File: src/rtl/serial_subtractor.sv
// Bit-serial unsigned subtractor: computes (A - B - Bin) mod 2^WIDTH one bit per clock, LSB first,
// with a valid/ready handshake on both the operand and the result side.
module serial_subtractor #(
   parameter int unsigned WIDTH = 4
) (
   input  logic             clk,
   input  logic             rst_n,
   input  logic             in_valid,
   output logic             in_ready,
   input  logic [WIDTH-1:0] A,
   input  logic [WIDTH-1:0] B,
   input  logic             Bin,
   output logic             out_valid,
   input  logic             out_ready,
   output logic [WIDTH-1:0] Diff,
   output logic             Bout
);

   localparam int unsigned CntW = (WIDTH > 1) ? $clog2(WIDTH) : 1;
   localparam logic [CntW-1:0] LastCnt = CntW'(WIDTH - 1);

   typedef enum logic [1:0] {StIdle, StRun, StDone} state_e;

   state_e           state_q, state_d;
   logic [WIDTH-1:0] a_q, a_d;
   logic [WIDTH-1:0] b_q, b_d;
   logic [WIDTH-1:0] diff_q, diff_d;
   logic             borrow_q, borrow_d;
   logic             bout_q, bout_d;
   logic [CntW-1:0]  count_q, count_d;
   logic             dbit, bnext;

   // Single full-subtractor cell; operands shift right so bit 0 is always the current bit.
   always_comb begin
      dbit  = a_q[0] ^ b_q[0] ^ borrow_q;
      bnext = (~a_q[0] & b_q[0]) | (~(a_q[0] ^ b_q[0]) & borrow_q);
   end

   always_comb begin
      state_d  = state_q;
      a_d      = a_q;
      b_d      = b_q;
      diff_d   = diff_q;
      borrow_d = borrow_q;
      bout_d   = bout_q;
      count_d  = count_q;
      unique case (state_q)
         StIdle: begin
            if (in_valid) begin
               a_d      = A;
               b_d      = B;
               borrow_d = Bin;
               count_d  = '0;
               state_d  = StRun;
            end
         end
         StRun: begin
            a_d      = a_q >> 1;
            b_d      = b_q >> 1;
            // Diff bits enter at the MSB and settle into place after WIDTH shifts.
            diff_d   = {dbit, diff_q[WIDTH-1:1]};
            borrow_d = bnext;
            count_d  = count_q + 1'b1;
            if (count_q == LastCnt) begin
               bout_d  = bnext;
               state_d = StDone;
            end
         end
         StDone: begin
            if (out_ready) begin
               state_d = StIdle;
            end
         end
         default: state_d = StIdle;
      endcase
   end

   always_ff @(posedge clk or negedge rst_n) begin
      if (!rst_n) begin
         state_q  <= StIdle;
         a_q      <= '0;
         b_q      <= '0;
         diff_q   <= '0;
         borrow_q <= 1'b0;
         bout_q   <= 1'b0;
         count_q  <= '0;
      end else begin
         state_q  <= state_d;
         a_q      <= a_d;
         b_q      <= b_d;
         diff_q   <= diff_d;
         borrow_q <= borrow_d;
         bout_q   <= bout_d;
         count_q  <= count_d;
      end
   end

   assign in_ready  = (state_q == StIdle);
   assign out_valid = (state_q == StDone);
   assign Diff      = diff_q;
   assign Bout      = bout_q;

endmodule

File: config.mk
export PLATFORM = sky130hd
export DESIGN_NAME = serial_subtractor
export DESIGN_NICKNAME = d
export VERILOG_FILES = /design/src/rtl/serial_subtractor.sv
export SDC_FILE = /design/constraint.sdc
export NUM_CORES = 1
export LEC_CHECK = 0
export BUFFER_PORTS_ARGS = -buffer_cell sky130_fd_sc_hd__buf_2
export CORE_MARGIN = 5
export CORE_UTILIZATION = 50
export CTS_CLUSTER_DIAMETER = 40
export DETAILED_ROUTE_END_ITERATION = 7
export HOLD_SLACK_MARGIN = 0.08
export PLACE_DENSITY = 0.75
export SYNTH_ARGS = -nofsm -noshare
export SYNTH_HDL_FRONTEND = slang
export SYNTH_SLANG_ARGS = --single-unit
File: constraint.sdc
create_clock -name clk -period 2 [get_ports clk]
set_input_delay 0.2 -clock clk [delete_from_list [all_inputs] [get_ports clk]]
set_output_delay 0.2 -clock clk [all_outputs]
set_load 0.03 [all_outputs]
## Word level (Yosys, flattened, before mapping)

Cells that the tools add are included.

| word-level totals | value |
|---|---|
| register bits after elaboration | 18 |
| bits of input ports | 13 |
| output and inout port bits | 7 |
| word-level logic and storage cells | 38 |

| operators by class | value |
|---|---|
| equal/unequal tests | 6 |
| reduce and logical (&&, ||, !) cells | 5 |
| mux-type cells | 12 |
| add/subtract/negate cells | 1 |
| bitwise logic cells | 7 |

Operator list:

| operator | count |
|---|---|
| case mux 4 bit (2 select lines) | 2 |
| 2-to-1 mux 2 bit | 4 |
| 2-to-1 mux 4 bit | 2 |
| case mux 2 bit (3 select lines) | 1 |
| equality test 2 bit (second input constant) | 2 |
| != test 2 bit (second input constant) | 2 |
| case mux 2 bit (2 select lines) | 1 |
| AND reduction 2 bit | 2 |
| AND reduction 3 bit | 1 |
| adder 2 x 1 -> 2 bit (second input constant) | 1 |
| AND 1 bit | 2 |
| equality test 2 x 1 -> 1 bit (second input constant) | 1 |
| zero test 2 bit | 1 |
| != test 2 x 1 -> 1 bit (second input constant) | 1 |
| NOT 1 bit | 2 |
| case mux 1 bit (2 select lines) | 1 |
| nonzero test 2 bit | 1 |
| XOR 1 bit | 2 |
| 2-to-1 mux 1 bit | 1 |
| OR 1 bit | 1 |

## Logic depth before layout (Yosys ltp)

Gate-level depths: netlist (run 1).

| logic depth | value |
|---|---|
| word-level depth | 5 |
| mapped depth | 5 |
| depth with buffers taken out | 4 |

## Worst setup path before layout (run 1)

Ideal clock, no wire load.

| path | value |
|---|---|
| path kind | flip-flop to output port |
| start point | register state_q[1] |
| end point | output port out_valid |
| setup slack | 0.843 ns |
| cell stages (with the launch flop) | 4 |
| arrival | 0.957 ns |
| data required time | 1.800 ns |
| buffers on the path | 1 |
| cell sequence | dfrtp_1 buf_6 inv_2 nor2_1 |

| between the ends | value |
|---|---|
| cells in the longest elaborated chain, start to end | 1 |

Ends and longest elaborated chain:

| element | RTL line | text |
|---|---|---|
| from (decl) | 24 | `state_e state_q, state_d;` |
| from (signal assigned) | 80 | `state_q <= StIdle;` |
| from (signal assigned) | 88 | `state_q <= state_d;` |
| equality test 2 bit | 99 | `assign out_valid = (state_q == StDone);` |
| to (decl) | 13 | `output logic out_valid,` |

Every way passes these cells.

## Worst setup path after layout (run 1)

Same ends and word-level chain as after synthesis.

==> impl_results.md, run 1 <==
- R2r worst-path depth: 3
- Cell taking the most area after synthesis: dfrtp_1
- Synth cell types: 21
- Worst Path Arrival: roughly 1.4 ns
- Cells after DPL: 117
- Layout cells sized above 1: 0.2642
- Worst setup SP type: flip-flop
- Num CTS Buffers: 3
- Synthesized cell area: 867.1 sq um
- Routed via count: about 690
- FF-to-FF Start: state_q[1]
- Area of the core: ~0.0017 sq mm
- Wirelength per Cell: between 10 and 15 um
- Crit share post-route: 0.7752
- Slew headroom: 0.7258
- Inserted Diodes: 0
- Post-layout util: 0.5867
- CTS tree: built
- Via density per instance: approximately 5.6
- Initial antenna violation count: 0
- Worst min-delay path endpoint: a_q[3]
- CP cell instances: inv_2 > nor2_1 > buf_2
- Starting density of the core: 0.5133
- Die Span X: just over 50 um
- H-tree depth: 1
- Gr ovfl total: 0
- Setup Fix Bufs, Post-CTS: 0
- Leak: 0.4914 nW
- Worst Skew: ~0.0047 ns
- Top-area cell type share of the netlist area: 0.5195
- Post-DP Area: about 930 sq um
- Pwr dens: roughly 1700 mW/mm^2
- Die height: a little over 50 um
- Clock-pin slew on the worst setup and hold paths: roughly 0.10 ns
- DR pass1 iterations: 5
- Crit path kind: flip-flop to primary output
- Seq/Total Area, Yosys: 0.5195
- Slowest CP cell: dfrtp_1
- Post-route minimum period: around 1.6 ns
- # setup viols final: 0
- Max Slew Vio Count: 0
- RR Endpoint: b_q[2]
- Maximum clock rate: between 600 and 700 MHz
- Row cnt: 15
- # nets final: between 100 and 150
- Reg2reg setup slack: 0.64 ns
- Synthesized flop and latch total: 18
- Outcome: finished, final reports clean
- Yosys warns: 0
- Final Hold Vio Count: 0
- Layout area overhead: 14.29%
- Setup TNS: 0 ns
- Port Buf Inserts: 19
- Post-DP HPWL: about 1200 um
- Drt drc: 0
- Non-filler instance count after layout: approximately 120
- Final RePlAce weighted congestion: roughly 0.78
- Clock tree buffer depth: 2
- Total power: ~1.7 mW
- Cells on Worst Hold Path: 3
- Root Buffer: clkbuf_4
- Final wirelength: between 1500 and 2000 um
- Average cell area after synthesis: 10.08 sq um
- Critical Path Fanout Max: 12
- First-pass GRT wire length: between 3000 and 4000 um
- Max Cap Viol: 0
- CP peak stage delay: ~0.59 ns
- Cells taking the most area after synthesis: dfrtp_1, o22ai_1, nand2_1, a21oi_1, o21ai_0
- CP Capture Type: primary output
- Global Route Usage Sum: 0.1541
- DIE AREA: around 0.0027 sq mm
- Clock Sinks: 18
- Syn Nets: between 100 and 150
- Post-Syn Instances: 86
- # IOs: 20
- Worst EP required: 1.80 ns
- Slew @ Worst Pin: between 0.4 and 0.5 ns
- Peak VDD IR: 976.8 uV
- Detailed Route Iter0 Violations: 17
- Largest net degree at the start of global routing: 19
- RSZ-0062 raised after global routing: no
- Clock latency at the later pin of the worst-skew pair: 0.30 ns
- Worst hold path startpoint: A[3]
- Number of global-route vias before repair: 647
- Worst Hold Class: input port to flip-flop
- ANT nets after route: 0
- Design area: around 990 sq um
==> power by group <==
part | switching, mW | internal, mW | total [mW]
clock network | 0.116 | 0.111 | 0.227
registers | 0.162 | 0.537 | 0.699
logic | 0.461 | 0.289 | 0.750
==> flip-flops by register name, summed over array words and instances (netlist names) <==
signal / cells
Bout: 1
Diff: 4
a_q: 4
b_q: 4
borrow_q: 1
count_q: 2
state_q: 2
==> per-stage QoR <==
step | hold WS, ns | setup slack [ns]
2_1_floorplan | -0.09559 | 0.8428
3_3_place_gp | 0.1497 | 0.7310
3_5_place_dp | 0.1545 | 0.6815
4_1_cts | 0.1337 | 0.4348
5_1_grt | 0.1222 | 0.2923
6_report | 0.1370 | 0.4495
==> placed cells by master, fill, tap and decap left out, drive strengths merged, types with 3 or more instances in the layout <==
cell type / Yosys / layout
buf: 5 / 19
dfrtp: 18 / 18
nand2: 16 / 16
o22ai: 12 / 12
a21oi: 7 / 7
o21ai: 7 / 7
inv: 5 / 5
nor2: 4 / 4
clkbuf: 0 / 4
o31ai: 3 / 3
==> kinds of logic (layout without fill, tap and decap cells) <==
kind of cell | Yosys count | in the layout | synth area share
buf+inv | 10 | 30 | 0.07791
simple gates | 26 | 26 | 0.1486
compound gates | 30 | 30 | 0.2164
fa+ha+maj | 2 | 2 | 0.03752
flops | 18 | 18 | 0.5195
==> metal layers <==
metal  global-route usage  vias to the layer above  part of all wire
li1                     -                      347                 -
met1               0.2081                      315              0.44
met2               0.2352                       23              0.48
met3              0.02865                        6             0.055
met4              0.07860                        0             0.024
met5                    0                        -                 0
==> worst max-delay path: cells and delay by family, from the launching register on <==
kind | cells | cell delay (ns)
buffers and inverters | 2 | 0.35
DFF | 1 | 0.59
and+or+nand+nor | 1 | 0.11
==> synth_stat cells (all sizes together) <==
cell and n:
a21oi 7, a221oi 1, buf 5, dfrtp 18
fa 1, ha 1, inv 5, nand2 16
nand2b 2, nand3b 1, nor2 4, nor2b 2
o21ai 7, o22ai 12, o31ai 3, or3 1
==> timing repair <==
item / in CTS / in global routing
setup endpoints to repair: 0 / 0
hold endpoints to repair: 19 / 0
gates resized for setup: 0 / 0
hold buffers: 2 / 0
==> worst max path at each step <==
stage,slack (ns),from,end,cells after the start
4_1_cts,0.43,state_q[1],out_valid,3
3_3_place_gp,0.73,state_q[1],b_q[2],3
5_1_grt,0.29,state_q[1],out_valid,3
2_1_floorplan,0.84,state_q[1],out_valid,3
6_report,0.45,state_q[1],out_valid,3
3_5_place_dp,0.68,state_q[1],b_q[2],3
==> area by class of cell <==
type | instances | area, sq um
clock buffers | 4 | 36.28
fillers | 150 | 698.2
inverters | 5 | 18.77
multi-input cells | 58 | 349.1
flip-flops and latches | 18 | 450.4
well taps | 17 | 21.27
repair buffers | 21 | 115.1
Note: power is estimated with default switching activity, not from simulation.
==> run 2: changes to the inputs <==
==> constraint.sdc (replaced) <==
create_clock -name clk -period 1.6 [get_ports clk]
set_input_delay 0.16 -clock clk [delete_from_list [all_inputs] [get_ports clk]]
set_output_delay 0.16 -clock clk [all_outputs]
set_load 0.03 [all_outputs]
==> impl_results.md, run 2 (synthesis results as in run 1) <==
- ANT nets after route: 0 (unchanged)
- Root Buffer: clkbuf_4 (unchanged)
- Worst Hold Class: input port to flip-flop (unchanged)
- Layout fillers: 146 (was 150)
- Row cnt: 15 (unchanged)
- Reg2reg setup slack: 0.34 ns (was 0.64 ns)
- RSZ-0062 raised after global routing: no (unchanged)
- Leak: 0.4898 nW (was 0.4914 nW)
- CP Capture Type: primary output (unchanged)
- Max Slew Vio Count: 0 (unchanged)
- Sequential cell area: 451.7 sq um (was 450.4 sq um)
- Num CTS Buffers: 3 (unchanged)
- Layout cells sized above 1: 0.2736 (was 0.2642)
- Worst setup SP type: flip-flop (unchanged)
- Worst EP required: 1.44 ns (was 1.80 ns)
- Max Cap Viol: 0 (unchanged)
- H-tree depth: 1 (unchanged)
- # IOs: 20 (unchanged)
- Combinational Power Share: 0.450 (was 0.448)
- Slew headroom: 0.7319 (was 0.7258)
- Sw Share: 0.4429 (was 0.4406)
- Final Hold Vio Count: 0 (unchanged)
- Initial antenna violation count: 0 (unchanged)
- DIE AREA: 0.002667 sq mm (unchanged)
- Layout area overhead: 14.43% (was 14.29%)
- R2r worst-path depth: 3 (unchanged)
- Peak VDD IR: 1137 uV (was 976.8 uV)
- Number of global-route vias before repair: 671 (was 647)
- Die height: 51.65 um (unchanged)
- Setup TNS: 0 ns (unchanged)
- Worst hold path startpoint: B[3] (was A[3])
- Clock Sinks: 18 (unchanged)
- Internal power: 1.175 mW (was 0.9375 mW)
- Cells on Worst Hold Path: 3 (unchanged)
- DR pass1 iterations: 4 (was 5)
- Crit path kind: flip-flop to primary output (unchanged)
- Final RePlAce weighted congestion: 0.7832 (unchanged)
- Setup Fix Bufs, Post-CTS: 0 (unchanged)
- Clock-pin slew on the worst setup and hold paths: 0.10 ns (about the same)
- Via density per instance: 5.374 (was 5.618)
- Psw: 0.9338 mW (was 0.7384 mW)
- Global Route Usage Sum: 0.1510 (was 0.1541)
- Port Buf Inserts: 19 (unchanged)
- Area of the core: 0.001689 sq mm (unchanged)
- Post-route minimum period: between 1 and 1.5 ns
- Largest net degree at the start of global routing: 19 (unchanged)
- Slew @ Worst Pin: 0.4022 ns (was 0.4114 ns)
- Outcome: finished, final reports clean (unchanged)
- Clock tree buffer depth: 2 (unchanged)
- CTS tree: built (unchanged)
- Drt drc: 0 (unchanged)
- Gr ovfl total: 0 (unchanged)
- Worst min-delay path endpoint: b_q[3] (was a_q[3])
- Crit share post-route: 0.8618
- Seq pwr share: 0.416 (was 0.417)
- Starting density of the core: 0.5133 (unchanged)
- Commonest non-fill, non-tap cell in the layout: buf_2 (unchanged)
- Routed via count: 661 (was 691)
- Final wirelength: 1759 um (was 1720 um)
- Inserted Diodes: 0 (unchanged)
- Die Span X: 51.65 um (unchanged)
- FF-to-FF Start: state_q[0] (was state_q[1])
- Non-filler instance count after layout: 123 (unchanged)
- Post-DP HPWL: 1198 um (was 1228 um)
- Critical Path Fanout Max: 12 (unchanged)
- Worst Path Arrival: 1.22 ns (was 1.35 ns)
- Most frequent cells in the layout: buf_2, dfrtp_1, nand2_1 (unchanged)
- Clock power frac: 0.133 (was 0.136)
- Maximum clock rate: 725.2 MHz
- Critical Path Start: state_q[1] (unchanged)
- Clock latency at the later pin of the worst-skew pair: 0.29 ns (was 0.30 ns)
- Area of the multi-input gates: 349.1 sq um (unchanged)
- # nets final: 122 (unchanged)
- First-pass GRT wire length: 3049 um (was 3036 um)
- Cells after DPL: 117 (unchanged)
- Pwr dens: 2125 mW/mm^2 (was 1691 mW/mm^2)
- Worst Skew: 0.006549 ns (was 0.004712 ns)
- RR Endpoint: b_q[2] (unchanged)
- Wirelength per Cell: 14.30 um (was 13.98 um)
- # setup viols final: 0 (unchanged)
- Detailed Route Iter0 Violations: 28 (was 17)
run 2: changes by cell type in the layout (fill, tap and decap cells not counted):
cell	delta
dfrtp_1	-1
dfrtp_2	+1
run 2: per-layer routing:
layer | wire length (um) | global-route usage | share of wire
met5 | 0 | 0 | 0
met4 | 18 | 0.03930 | 0.010
met3 | 72 | 0.02865 | 0.041
met2 | 882 | 0.2500 | 0.50
met1 | 785 | 0.2022 | 0.45
run 2: final cells by class:
cell class              instances  share of cell area
flip-flops and latches         18              0.4552
well taps                      17             0.02144
clock buffers                   4             0.03657
repair buffers                 21              0.1160
multi-input cells              58              0.3518
inverters                       5             0.01892
run 2: how the worst max path moves through the flow:
stage	to	slack, ns	cells after the start
floorplan	borrow_q	0.48	2
global placement	b_q[2]	0.33	3
detailed placement	b_q[2]	0.28	3
CTS	out_valid	0.07	3
global route	out_valid	0.09	3
finish	out_valid	0.22	3
run 2: timing repair:
item                                    4_1_cts  5_1_grt
resized for setup                             0        1
endpoints found under the setup margin        0        1
endpoints found under the hold margin        19        0
hold buffers                                  2        0
run 2: critical path, stage by stage, from the launching register on:
cell and delay (ns):
dfrtp_2 0.51, inv_2 0.12, nor2_1 0.09, buf_2 0.20
run 2: power by group through the flow:
stage	combinational [mW]	clock (mW)	sequential, mW
3_3_place_gp	0.923	0	0.871
5_1_grt	1.06	0.308	0.923
6_report	0.950	0.281	0.878
3_5_place_dp	0.939	0	0.882
2_1_floorplan	0.726	0	0.909
4_1_cts	0.959	0.287	0.874
run 2: stage by stage:
| stage | setup slack, ns | instance area, sq um | total power, mW | util | hold WS [ns] |
|---|---|---|---|---|---|
| 2_1_floorplan | 0.4810 | 867.1 | 1.635 | - | -0.1356 |
| 3_3_place_gp | 0.3310 | 934.6 | 1.794 | 0.5533 | 0.1097 |
| 3_5_place_dp | 0.2814 | 934.6 | 1.821 | 0.5533 | 0.1106 |
| 4_1_cts | 0.06867 | 991.0 | 2.120 | 0.5867 | 0.1071 |
| 5_1_grt | 0.09432 | 992.2 | 2.288 | 0.5874 | 0.1083 |
| 6_report | 0.2211 | 992.2 | 2.108 | 0.5874 | 0.1122 |
